==> src/rtl/cdb_arbiter.sv <==
// -----------------------------------------------------------------------------
// cdb_pkg / cdb_arbiter
//
// Producer side of the common data bus. Completed results from NUM_FU
// functional units are buffered in small per-FU FIFOs. Each cycle the
// round-robin arbiter picks at most one non-empty FIFO and broadcasts its head
// on a registered cdb_t. The ROB and reservation stations consume this bus.
//
// Ports:
//   clk        clock
//   rst_n      asynchronous active-low reset
//   flush      synchronous flush; discards every buffered result
//   fu_valid   per-FU "result presented" strobe
//   fu_result  per-FU result payload (its .valid field is ignored)
//   fu_ready   per-FU "queue not full", decoded from the registered count only
//   cdb        registered broadcast; cdb.valid qualifies the whole struct
//   grant_idx  index of the FU whose result is currently on cdb
//   busy       at least one queue holds a result
//
// Handshake: a result from FU i is taken at a rising edge when
// fu_valid[i] && fu_ready[i] (and no flush). While fu_ready[i] is low the FU
// must hold its result stable. The CDB side has no backpressure. A result
// issued at an edge is on cdb for exactly the following cycle.
// -----------------------------------------------------------------------------
package cdb_pkg;

  typedef struct packed {
    logic [31:0] pc;
    logic [31:0] insn;
  } rvfi_t;

  typedef struct packed {
    logic        valid;
    logic [5:0]  rob_tag;
    logic [31:0] rs1_data;
    logic [31:0] rs2_data;
    rvfi_t       rvfi;
  } cdb_t;

endpackage

module cdb_arbiter
  import cdb_pkg::*;
#(
  parameter int NUM_FU = 4,
  parameter int QDEPTH = 2,
  localparam int IW    = $clog2(NUM_FU)
) (
  input  logic                     clk,
  input  logic                     rst_n,
  input  logic                     flush,
  input  logic [NUM_FU-1:0]        fu_valid,
  input  cdb_t [NUM_FU-1:0]        fu_result,
  output logic [NUM_FU-1:0]        fu_ready,
  output cdb_t                     cdb,
  output logic [IW-1:0]            grant_idx,
  output logic                     busy
);

  localparam int AW = $clog2(QDEPTH);
  // One extra pointer bit distinguishes full from empty; count = tail - head.
  localparam int PW = AW + 1;

  logic [PW-1:0]     head  [NUM_FU];
  logic [PW-1:0]     tail  [NUM_FU];
  logic [PW-1:0]     count [NUM_FU];
  cdb_t              mem   [NUM_FU][QDEPTH];

  logic [NUM_FU-1:0] nonempty;
  logic [NUM_FU-1:0] push;
  logic [NUM_FU-1:0] pop;

  logic [IW-1:0]     rr_ptr;
  logic [IW-1:0]     rr_next;
  logic [IW-1:0]     win_idx;
  logic              win_vld;
  logic [IW:0]       cand;
  logic [PW-1:0]     win_head;
  cdb_t              win_entry;

  // ---------------------------------------------------------------------------
  // Queue status. Readiness and eligibility come from the registered count, so
  // a full queue cannot take a new result in the cycle it is popped, and a
  // result enqueued this cycle is not a candidate until next cycle.
  // ---------------------------------------------------------------------------
  always_comb begin
    for (int i = 0; i < NUM_FU; i++) begin
      count[i]    = tail[i] - head[i];
      nonempty[i] = (count[i] != '0);
      fu_ready[i] = (count[i] < PW'(QDEPTH));
      push[i]     = fu_valid[i] && fu_ready[i] && !flush;
    end
  end

  assign busy = |nonempty;

  // ---------------------------------------------------------------------------
  // Round-robin pick: first non-empty queue at or after rr_ptr. Scanning the
  // offsets from far to near lets the nearest candidate overwrite the others.
  // ---------------------------------------------------------------------------
  always_comb begin
    win_vld = 1'b0;
    win_idx = rr_ptr;
    cand    = '0;
    for (int k = NUM_FU - 1; k >= 0; k--) begin
      cand = {1'b0, rr_ptr} + (IW + 1)'(k);
      if (cand >= (IW + 1)'(NUM_FU)) begin
        cand = cand - (IW + 1)'(NUM_FU);
      end
      if (nonempty[cand[IW-1:0]]) begin
        win_vld = 1'b1;
        win_idx = cand[IW-1:0];
      end
    end
  end

  always_comb begin
    pop = '0;
    if (win_vld && !flush) begin
      pop[win_idx] = 1'b1;
    end
  end

  assign rr_next = (win_idx == IW'(NUM_FU - 1)) ? '0 : win_idx + 1'b1;

  always_comb begin
    win_head        = head[win_idx];
    win_entry       = mem[win_idx][win_head[AW-1:0]];
    win_entry.valid = 1'b1;
  end

  // ---------------------------------------------------------------------------
  // Pointers. Flush empties every queue and outranks any push or pop.
  // ---------------------------------------------------------------------------
  always_ff @(posedge clk or negedge rst_n) begin
    if (!rst_n) begin
      for (int i = 0; i < NUM_FU; i++) begin
        head[i] <= '0;
        tail[i] <= '0;
      end
    end else if (flush) begin
      for (int i = 0; i < NUM_FU; i++) begin
        head[i] <= '0;
        tail[i] <= '0;
      end
    end else begin
      for (int i = 0; i < NUM_FU; i++) begin
        if (push[i]) tail[i] <= tail[i] + 1'b1;
        if (pop[i])  head[i] <= head[i] + 1'b1;
      end
    end
  end

  // Payload storage is never read while empty, so it needs no reset.
  always_ff @(posedge clk) begin
    for (int i = 0; i < NUM_FU; i++) begin
      if (push[i]) begin
        mem[i][tail[i][AW-1:0]] <= fu_result[i];
      end
    end
  end

  // ---------------------------------------------------------------------------
  // Round-robin pointer and registered broadcast. With no winner only the
  // valid bit drops; payload fields and grant_idx keep their last values.
  // ---------------------------------------------------------------------------
  always_ff @(posedge clk or negedge rst_n) begin
    if (!rst_n) begin
      rr_ptr    <= '0;
      cdb       <= '0;
      grant_idx <= '0;
    end else if (flush) begin
      rr_ptr    <= '0;
      cdb.valid <= 1'b0;
    end else if (win_vld) begin
      rr_ptr    <= rr_next;
      cdb       <= win_entry;
      grant_idx <= win_idx;
    end else begin
      cdb.valid <= 1'b0;
    end
  end

endmodule

==> config.mk <==
export PLATFORM = sky130hd
export DESIGN_NAME = cdb_arbiter
export DESIGN_NICKNAME = d
export VERILOG_FILES = /design/src/rtl/cdb_arbiter.sv
export SDC_FILE = /design/constraint.sdc
export NUM_CORES = 1
export LEC_CHECK = 0
export ABC_AREA = 1
export CORE_MARGIN = 4
export CORE_UTILIZATION = 40
export DETAILED_ROUTE_END_ITERATION = 10
export SYNTH_ARGS = -nofsm -noshare
export SYNTH_HDL_FRONTEND = slang
export SYNTH_SLANG_ARGS = --single-unit
==> constraint.sdc <==
create_clock -name clk -period 13.2 [get_ports clk]
set_clock_uncertainty 0.15 [all_clocks]
set_input_delay 1.98 -clock clk [delete_from_list [all_inputs] [get_ports clk]]
set_output_delay 1.98 -clock clk [all_outputs]
set_load 0.02 [all_outputs]
Word level (Yosys, flattened, before mapping)
Memory sizes are Yosys's and may differ from the RTL's.
Cells that the tools add are included.
W data, S select, Z words.
{"block": "totals", "inputBits": 547, "mem_bits_rw": 1080, "n_memories": 1, "elab_cells": 159, "regBits": 155}
{"block": "classes", "bitwise": 7, "n_lt_le_gt_ge": 24, "muxes": 60, "n_reduce_logical": 30, "n_addsub": 20, "eq_ne": 1}
{"name": "mem", "words": 4, "word_bits": 270, "read_ports": 1, "rd_clocked_by_memory_dff": 0, "write_ports": 4, "line": "67", "text": "cdb_t mem [NUM_FU][QDEPTH];"}
{"operator": "$mux W270", "n": 4}
{"operator": "$demux W135 S1", "n": 4}
{"operator": "$mux W135", "n": 4}
{"operator": "$mux W134", "n": 3}
{"operator": "$mux W2", "n": 19}
{"operator": "$reduce_bool A2 Y1", "n": 13}
{"operator": "$add A2 B1 Y2 const B", "n": 9}
{"operator": "$mux W1", "n": 17}
{"operator": "$mux W8", "n": 2}
{"operator": "$lt A2 B3 Y1 const B", "n": 5}
{"operator": "$logic_and A1 B1 Y1", "n": 14}
{"operator": "$ge A3 B3 Y1 const B", "n": 4}
{"operator": "$ge A2 B2 Y1 const B", "n": 5}
{"operator": "$not A1 Y2", "n": 5}
{"operator": "$bmux W1 S2", "n": 4}
{"operator": "$lt A2 B1 Y1 const B", "n": 4}
{"operator": "$lt A2 B2 Y1 const B", "n": 4}
{"operator": "$sub A2 B1 Y2 const B", "n": 4}
{"operator": "$sub A2 B2 Y2", "n": 4}
{"operator": "$add A2 B2 Y3 const B", "n": 2}
{"operator": "$bmux W2 S2", "n": 1}
{"operator": "$mux W4", "n": 1}
{"operator": "$reduce_or A4 Y1", "n": 1}
{"operator": "$add A2 B1 Y3 const B", "n": 1}
{"operator": "8 further kinds", "n": 8}

Longest topological paths before layout
Gate-level depths: netlist of run 1.
{"block": "depth", "ltp_word": 17, "mapped_depth": 23, "depth_no_buf": 20}

Least setup slack after synthesis of run 1
No wires, ideal clock.
{"block": "synth_timing", "path_kind": "input to register", "startpoint": "in flush", "endpoint": "mem mem[1][0] (netlist bit) (enable)", "arrival_time_ns": 11.380, "path_stages": 2, "setup_time_ns": 0.793, "path_slack_ns": 0.877, "path_buffers": 1, "cell_sequence": "clkbuf_1 -> nor3_1"}
{"item": "start: declaration", "line": "51", "text": "input logic flush,"}
{"item": "end: declaration", "line": "67"}

Worst setup path after layout of run 1
{"block": "layout_timing", "startpoint": "reg tail[4] (netlist bit)", "endpoint": "reg cdb[81] (netlist bit)"}
{"block": "layout_between", "elab_chain_len": 16, "word_cells_on_any_way": 28, "cone_classes": "add/sub: 1; mux: 22; bitwise: 2; reduce/logical: 2; memory: 1"}
{"item": "start: declaration", "line": "65", "text": "logic [PW-1:0] tail [NUM_FU];"}
{"item": "start signal: indexed assignment", "line": "148", "text": "if (push[i]) tail[i] <= tail[i] + 1'b1;"}
{"item": "$sub A2 B2 Y2 *", "line": "88", "text": "count[i] = tail[i] - head[i];"}
{"item": "$reduce_bool A2 Y1 *", "line": "89", "text": "nonempty[i] = (count[i] != '0);"}
{"item": "$bmux W1 S2", "line": "110", "text": "if (nonempty[cand[IW-1:0]]) begin"}
{"item": "$mux W1 (not written as such)", "line": "110"}
{"item": "$mux W2 (4 in a row)", "line": "110"}
{"item": "$not A2 Y3 (not written as such)", "line": "127", "text": "win_head = head[win_idx];"}
{"item": "$bmux W2 S2", "line": "127"}
{"item": "$mux W1 (not written as such) (2 in a row)", "line": "127"}
{"item": "$not A1 Y2 (not written as such)", "line": "128", "text": "win_entry = mem[win_idx][win_head[AW-1:0]];"}
{"item": "$mux W134 (not written as such) (3 in a row)", "line": "128"}
{"item": "end signal: assignment", "line": "177", "text": "cdb <= win_entry;"}
{"item": "end: declaration", "line": "55", "text": "output cdb_t cdb,"}
Every way passes the cells marked *; elsewhere a longest branch is shown, timed or not. The select of a mux whose other input is x is not followed.
A chain may end at the register's enable or synchronous reset.

==> results.sh, run 1 <==
export IMPL_drive_above_1_share_pct=5.05
export IMPL_hold_depth=2
export IMPL_violations="slew limit"
export IMPL_hold_start="cdb[111]"
export IMPL_stdcell_area_um2=65200
export IMPL_crit_path_max_incr_delay_ps=920
export IMPL_min_to="cdb[111]"
export IMPL_cp_end_kind="flop"
export IMPL_top_layer_used="met5"
export IMPL_drc_errors=0
export IMPL_ys_top_cells_by_area="edfxtp_1 62%, nand2_1 16%, dfrtp_1 7.4%"
export IMPL_cts_resized=0
export IMPL_setup_worst_path_class="flop to flop"
export IMPL_yosysWarnings=0
export IMPL_hold_buffers=0
export IMPL_synth_top_area_share_pct=61.6
export IMPL_synth_xor_xnor_area_share_pct=0.0981
export IMPL_core_area_um2=130000
export IMPL_grt_ovfl_total=0
export IMPL_r2r_setup_slack_ps=6860
export IMPL_synthAdderAreaFrac_pct=0.120
export IMPL_tightest_slew_ps=1610
export IMPL_place_area_um2=60500
export IMPL_cp_max_fo=110
export IMPL_fin_crit_ps=6340
export IMPL_portBuffers=684
export IMPL_path_delay_family="simple AND/OR/NAND/NOR gates"
export IMPL_drt_wl_total_mm=164
export IMPL_wl_met1_mm=69.7
export IMPL_yosys_area_top_type="edfxtp_1"
export IMPL_die_w_um=370
export IMPL_clkTransAtPathRegs_ps=60
export IMPL_crit_required_ps=13740
export IMPL_critPathArrivalTime_ps=6870
export IMPL_rows=132
export IMPL_cts_sink_count=1227
export IMPL_ys_ff_latch=1227
export IMPL_clock_path_buffers=3
export IMPL_wl_met2_mm=77.1
export IMPL_finalMaxSlewViolations=62
export IMPL_num_vias=37800
export IMPL_globalplace_congestion=0.800
export IMPL_syn_to_final_growth_pct=24.6
export IMPL_r2r_end="cdb[81]"
export IMPL_clk_latency_ps=760
export IMPL_synthMuxAreaShare_pct=0
export IMPL_syn_num_nets=5602
export IMPL_synth_simple_gate_area_share_pct=24.6
export IMPL_dr_wl_met3_mm=12.9
export IMPL_avgSynthCellArea_um2=10.4
export IMPL_nets=6181
export IMPL_r2r_cells=20
export IMPL_yosysSeqAreaShare_pct=69.0
export IMPL_synth_cells=5050
export IMPL_initial_core_util_pct=40.3
export IMPL_viasPerCell=5.02
export IMPL_fill_cells=11600
export IMPL_hpwl_mm=96.2
export IMPL_track_usage_pct=23.6
export IMPL_drv_cap=0
export IMPL_r2r_start="tail[4]"
export IMPL_grt_pass1_vias=36200
export IMPL_cts_buffers_inserted=139
export IMPL_path_common_cell="nand2_1"
export IMPL_first_iter_violations=3249
export IMPL_dieArea_um2=137000
export IMPL_multi_input_area_um2=13200
export IMPL_start_kind="flop"
export IMPL_hold_viol=0
export IMPL_cp_cell_sequence="inv_1 > ha_1 > nand3_1 > nand3_1 > nand2_1 > inv_2 > nand2_1 > nand2_2 > nand3_4 > nand2_8 > buf_4 > nand2_1 > nand2_1 > nand2_1 > nand2_8 > buf_4 > nand2_1 > nand2_1 > nand2_1 > nand2_1"
export IMPL_synth_top_family_by_area="simple AND/OR/NAND/NOR gates"
export IMPL_min_path_type="flop to flop"
export IMPL_wl_per_cell_um=21.7
export IMPL_grt_pass1_wl_mm=237
export IMPL_critPathBufInv=4
export IMPL_ant_nets=0
export IMPL_slew_headroom_pct=-7.64
export IMPL_status="complete, but fails checks"
export IMPL_worst_path_max_delay_cell="buf_4"
export IMPL_syn_area_um2=52300
export IMPL_synth_compound_area_share_pct=0.299
export IMPL_cts_tree="yes"
export IMPL_cts_root_buf="clkbuf_16"
export IMPL_fin_crit_sh_pct=48.0
export IMPL_ys_flop_type="edfxtp_1"
export IMPL_fmax_ghz=0.158
export IMPL_grt_start_max_net_pins=203
export IMPL_fin_tns_setup_ps=0
export IMPL_antenna_found_initial=60
export IMPL_chipHeight_um=370
export IMPL_dr_pass1_iters=6
export IMPL_cts_setup_buffers=0
export IMPL_synth_edf_count=1072
export IMPL_ioPinCount=689
export IMPL_htree_levels=4
export IMPL_synth_cell_types=32
export IMPL_seq_area_um2=36100
export IMPL_postSynth_asyncResetShare_pct=12.6
export IMPL_setup_viol=0
export IMPL_rsz0062_at_grt="no"
[per-stage QoR]
stage	std cells	worst slack [ps]	utilization, %	hold WS [ps]
6_report	7530	6860	50.3	326
2_1_floorplan	5050	877	-	344
3_5_place_dp	7230	6920	46.6	314
3_3_place_gp	7230	6970	46.6	311
5_1_grt	7509	6480	50.2	340
4_1_cts	7482	6890	50.2	329
[synthesized netlist by cell type (9+ instances only)]
master	n
nand2_1	2191
edfxtp_1	1072
nand3_1	692
inv_1	423
dfrtp_1	155
nand3b_1	134
buf_2	117
clkbuf_1	105
buf_1	43
buf_4	27
a21oi_1	12
inv_2	11
nor2_1	11
o21ai_0	11
nor3_1	9
[metal layers]
metal	track usage [%]	vias to the layer above
met5	0	-
met4	7.38	34
met3	5.37	258
met2	38.2	1312
met1	31.8	18400
li1	-	17800
[registers in the layout, indices dropped and copies added, names as in the netlist]
name and flops:
rr_ptr 2, grant_idx 2, head 8, cdb 135
mem 1072, tail 8
[logic make-up after synthesis]
group | Yosys count
and+or+nand+nor | 3048
buffers and inverters | 735
DFF | 1227
adders and majority gates | 5
AOI/OAI and AO/OA | 30
xor gates and xnor gates | 5
[cell usage in the layout (no fill, tap or decap), drive strengths merged]
master and instances:
nand3 693, nand2 2196, buf 54, xor2 4, ha 5, a21boi 1
edfxtp 1072, nor2 13, nor3 9, nand3b 134, nand4 2, inv 440
o22ai 3, dfrtp 155, xnor2 1, clkinvlp 3, o21ai 14, a21oi 12
bufinv 12, clkinv 37, and3 1, diode 48, clkbuf 196, clkdlybuf4s50 683
[how the worst max path moves through the flow]
stage | from | end | slack, ps | depth (start not counted)
after detailed placement | tail[4] | cdb[81] | 6920 | 20
after global routing | tail[4] | cdb[90] | 6480 | 20
after floorplan | flush | mem[1][0] | 880 | 2
after global placement | tail[4] | cdb[92] | 6970 | 20
final | tail[4] | cdb[81] | 6860 | 20
after CTS | tail[4] | cdb[81] | 6890 | 20
[layout make-up]
class                   instances  area share (%)
flip-flops and latches       1227            55.4
well taps                    1742            3.34
diodes                         48           0.184
repair buffers                737            11.2
multi-input cells            3088            20.3
clock inverters                56           0.970
clock buffers                 196            6.06
inverters                     436            2.53
[tightest hold or removal path: cells and delay by family, from the launching register on]
family / cells / cell delay (ps)
flip-flops: 1 / 340
AND/OR/NAND/NOR: 2 / 100
Power of run 1 is not shown: default switching activity piles up to over one toggle a cycle in this logic, so the estimate is an artifact.
==> run 2: changes to the inputs <==
==> constraint.sdc (replaced) <==
create_clock -name clk -period 5.1 [get_ports clk]
set_clock_uncertainty 0.15 [all_clocks]
set_input_delay 0.765 -clock clk [delete_from_list [all_inputs] [get_ports clk]]
set_output_delay 0.765 -clock clk [all_outputs]
set_load 0.02 [all_outputs]
==> run 2 against run 1 <==
  * The run now ends clean
  * Die area did not move
  * Sequential share of layout area decreased by 0.26 points
  * Wire length down 1.1%
  * Design area rose by 0.47%
==> results.sh, run 2 (synthesis gave the netlist of run 1 again) <==
export IMPL_status="completed"
export IMPL_globalplace_congestion=0.805
export IMPL_setup_worst_path_class="flop to flop"
export IMPL_rows=132
export IMPL_largest_reg_flops=1072
export IMPL_drc_errors=0
export IMPL_final_common_cell="nand2_1"
export IMPL_cts_resized=0
export IMPL_grt_pass1_vias=36300
export IMPL_rsz0062_at_grt="no"
export IMPL_ioPinCount=689
export IMPL_antenna_found_initial=83
export IMPL_nets=6190
export IMPL_cp_endpoint="cdb[0]"
export IMPL_start_kind="flop"
export IMPL_cp_cell_sequence="inv_1 > ha_1 > nand3_1 > nand3_1 > nand2_1 > inv_2 > nand2_1 > nand2_2 > nand3_4 > nand2_8 > buf_12 > nand2_1 > nand2_1 > nand2_1 > nand2_1 > nand2_1 > nand2_1 > nand2_1 > nand2_1"
export IMPL_syn_to_final_growth_pct=25.2
export IMPL_cts_root_buf="clkbuf_16"
export IMPL_track_usage_pct=23.2
export IMPL_crit_start="tail[2]"
export IMPL_fin_crit_ps=4060
export IMPL_chipHeight_um=370
export IMPL_r2r_end="cdb[0]"
export IMPL_clkTransAtPathRegs_ps=60
export IMPL_critPathArrivalTime_ps=4600
export IMPL_wl_per_cell_um=21.4
export IMPL_cp_end_kind="flop"
export IMPL_viasPerCell=5.00
export IMPL_clock_path_buffers=3
export IMPL_grt_ovfl_total=0
export IMPL_path_common_cell="nand2_1"
export IMPL_setup_viol=0
export IMPL_drt_wl_total_mm=162
export IMPL_crit_path_max_incr_delay_ps=540
export IMPL_grt_pass1_wl_mm=234
export IMPL_drive_above_1_share_pct=4.97
export IMPL_fill_cells=11600
export IMPL_first_iter_violations=2858
export IMPL_cts_setup_buffers=0
export IMPL_cts_sink_count=1227
export IMPL_r2r_start="tail[2]"
export IMPL_portBuffers=684
export IMPL_num_vias=37700
export IMPL_slew_headroom_pct=20.1
export IMPL_final_cell_mix="2189 x nand2_1, 1072 x edfxtp_1, 692 x nand3_1"
export IMPL_fin_crit_sh_pct=79.5
export IMPL_initial_core_util_pct=40.3
export IMPL_ant_nets=0
export IMPL_r2r_setup_slack_ps=1040
export IMPL_hold_viol=0
export IMPL_drv_cap=0
export IMPL_htree_levels=4
export IMPL_worst_path_max_delay_cell="nand2_8"
export IMPL_crit_required_ps=5640
export IMPL_r2r_cells=19
export IMPL_dieArea_um2=137000
export IMPL_cp_max_fo=166
export IMPL_cts_tree="yes"
export IMPL_dr_pass1_iters=7
export IMPL_core_area_um2=130000
export IMPL_hpwl_mm=97.0
export IMPL_cts_buffers_inserted=137
export IMPL_fmax_ghz=0.247
export IMPL_clk_latency_ps=770
export IMPL_tightest_slew_ps=1200
export IMPL_finalMaxSlewViolations=0
export IMPL_min_path_type="flop to flop"
export IMPL_die_w_um=370
export IMPL_fin_tns_setup_ps=0
export IMPL_grt_start_max_net_pins=193
[run 2: cell types whose count changed in the layout (fill, tap and decap cells not counted), sizes merged, moves of 3 or more]
cell / delta
bufinv: -8
clkinv: -5
clkbuf: +13
buf: +9
diode: +6
inv: +3
[run 2: worst min-delay path by stage]
stage / startpoint / slack [ps] / to / cells after the start
2_1_floorplan: rst_n / 320 / cdb[0] / 0
3_3_place_gp: cdb[94] / 310 / cdb[94] / 2
3_5_place_dp: cdb[21] / 310 / cdb[21] / 2
4_1_cts: cdb[76] / 330 / cdb[76] / 2
5_1_grt: cdb[60] / 340 / cdb[60] / 2
6_report: cdb[63] / 320 / cdb[63] / 2
[run 2: repair_timing]
action                                  in CTS  in global routing
hold buffers                                 1                  0
hold endpoints to repair                    69                  0
endpoints found under the setup margin       0                  0
[run 2: area by class of cell]
type                            instances  area [um2]  share of cell area, %
Antenna cell                           54         135                  0.206
Inverter                              436        1650                   2.52
Clock buffer                          208        3910                   5.97
Clock inverter                         44         443                  0.677
Sequential cell                      1227       36100                   55.1
Multi-Input combinational cell       3088       13300                   20.4
Tap cell                             1742        2180                   3.33
Timing Repair Buffer                  748        7760                   11.9
[run 2: per-stage QoR]
stage / setup slack [ps] / cell area, um2 / utilization, % / std cells / hold WS (ps)
6_report: 1040 / 65500 / 50.5 / 7547 / 324
5_1_grt: 680 / 65400 / 50.4 / 7515 / 342
4_1_cts: 1020 / 65300 / 50.4 / 7493 / 330
3_5_place_dp: 1080 / 61000 / 47.0 / 7240 / 314
3_3_place_gp: 1110 / 61000 / 47.0 / 7240 / 311
2_1_floorplan: 0.457 / 52400 / - / 5050 / 319
[run 2: per-layer routing]
| metal | global-route usage [%] | vias to the layer above | share of wire (%) |
|---|---|---|---|
| met2 | 37.9 | 1246 | 47 |
| met3 | 7.44 | 277 | 9.1 |
| met4 | 7.39 | 56 | 2.6 |
| met1 | 29.4 | 18300 | 41 |
| li1 | - | 17800 | - |
| met5 | 0 | - | 0.23 |
[run 2: worst max-delay path, delay by kind of cell (launching register included)]
family        cells  cell delay (ps)
simple gates     15             2150
buf+inv           3              650
flops             1              400
fa+ha+maj         1              330
Power of run 2 is left out for the same reason.
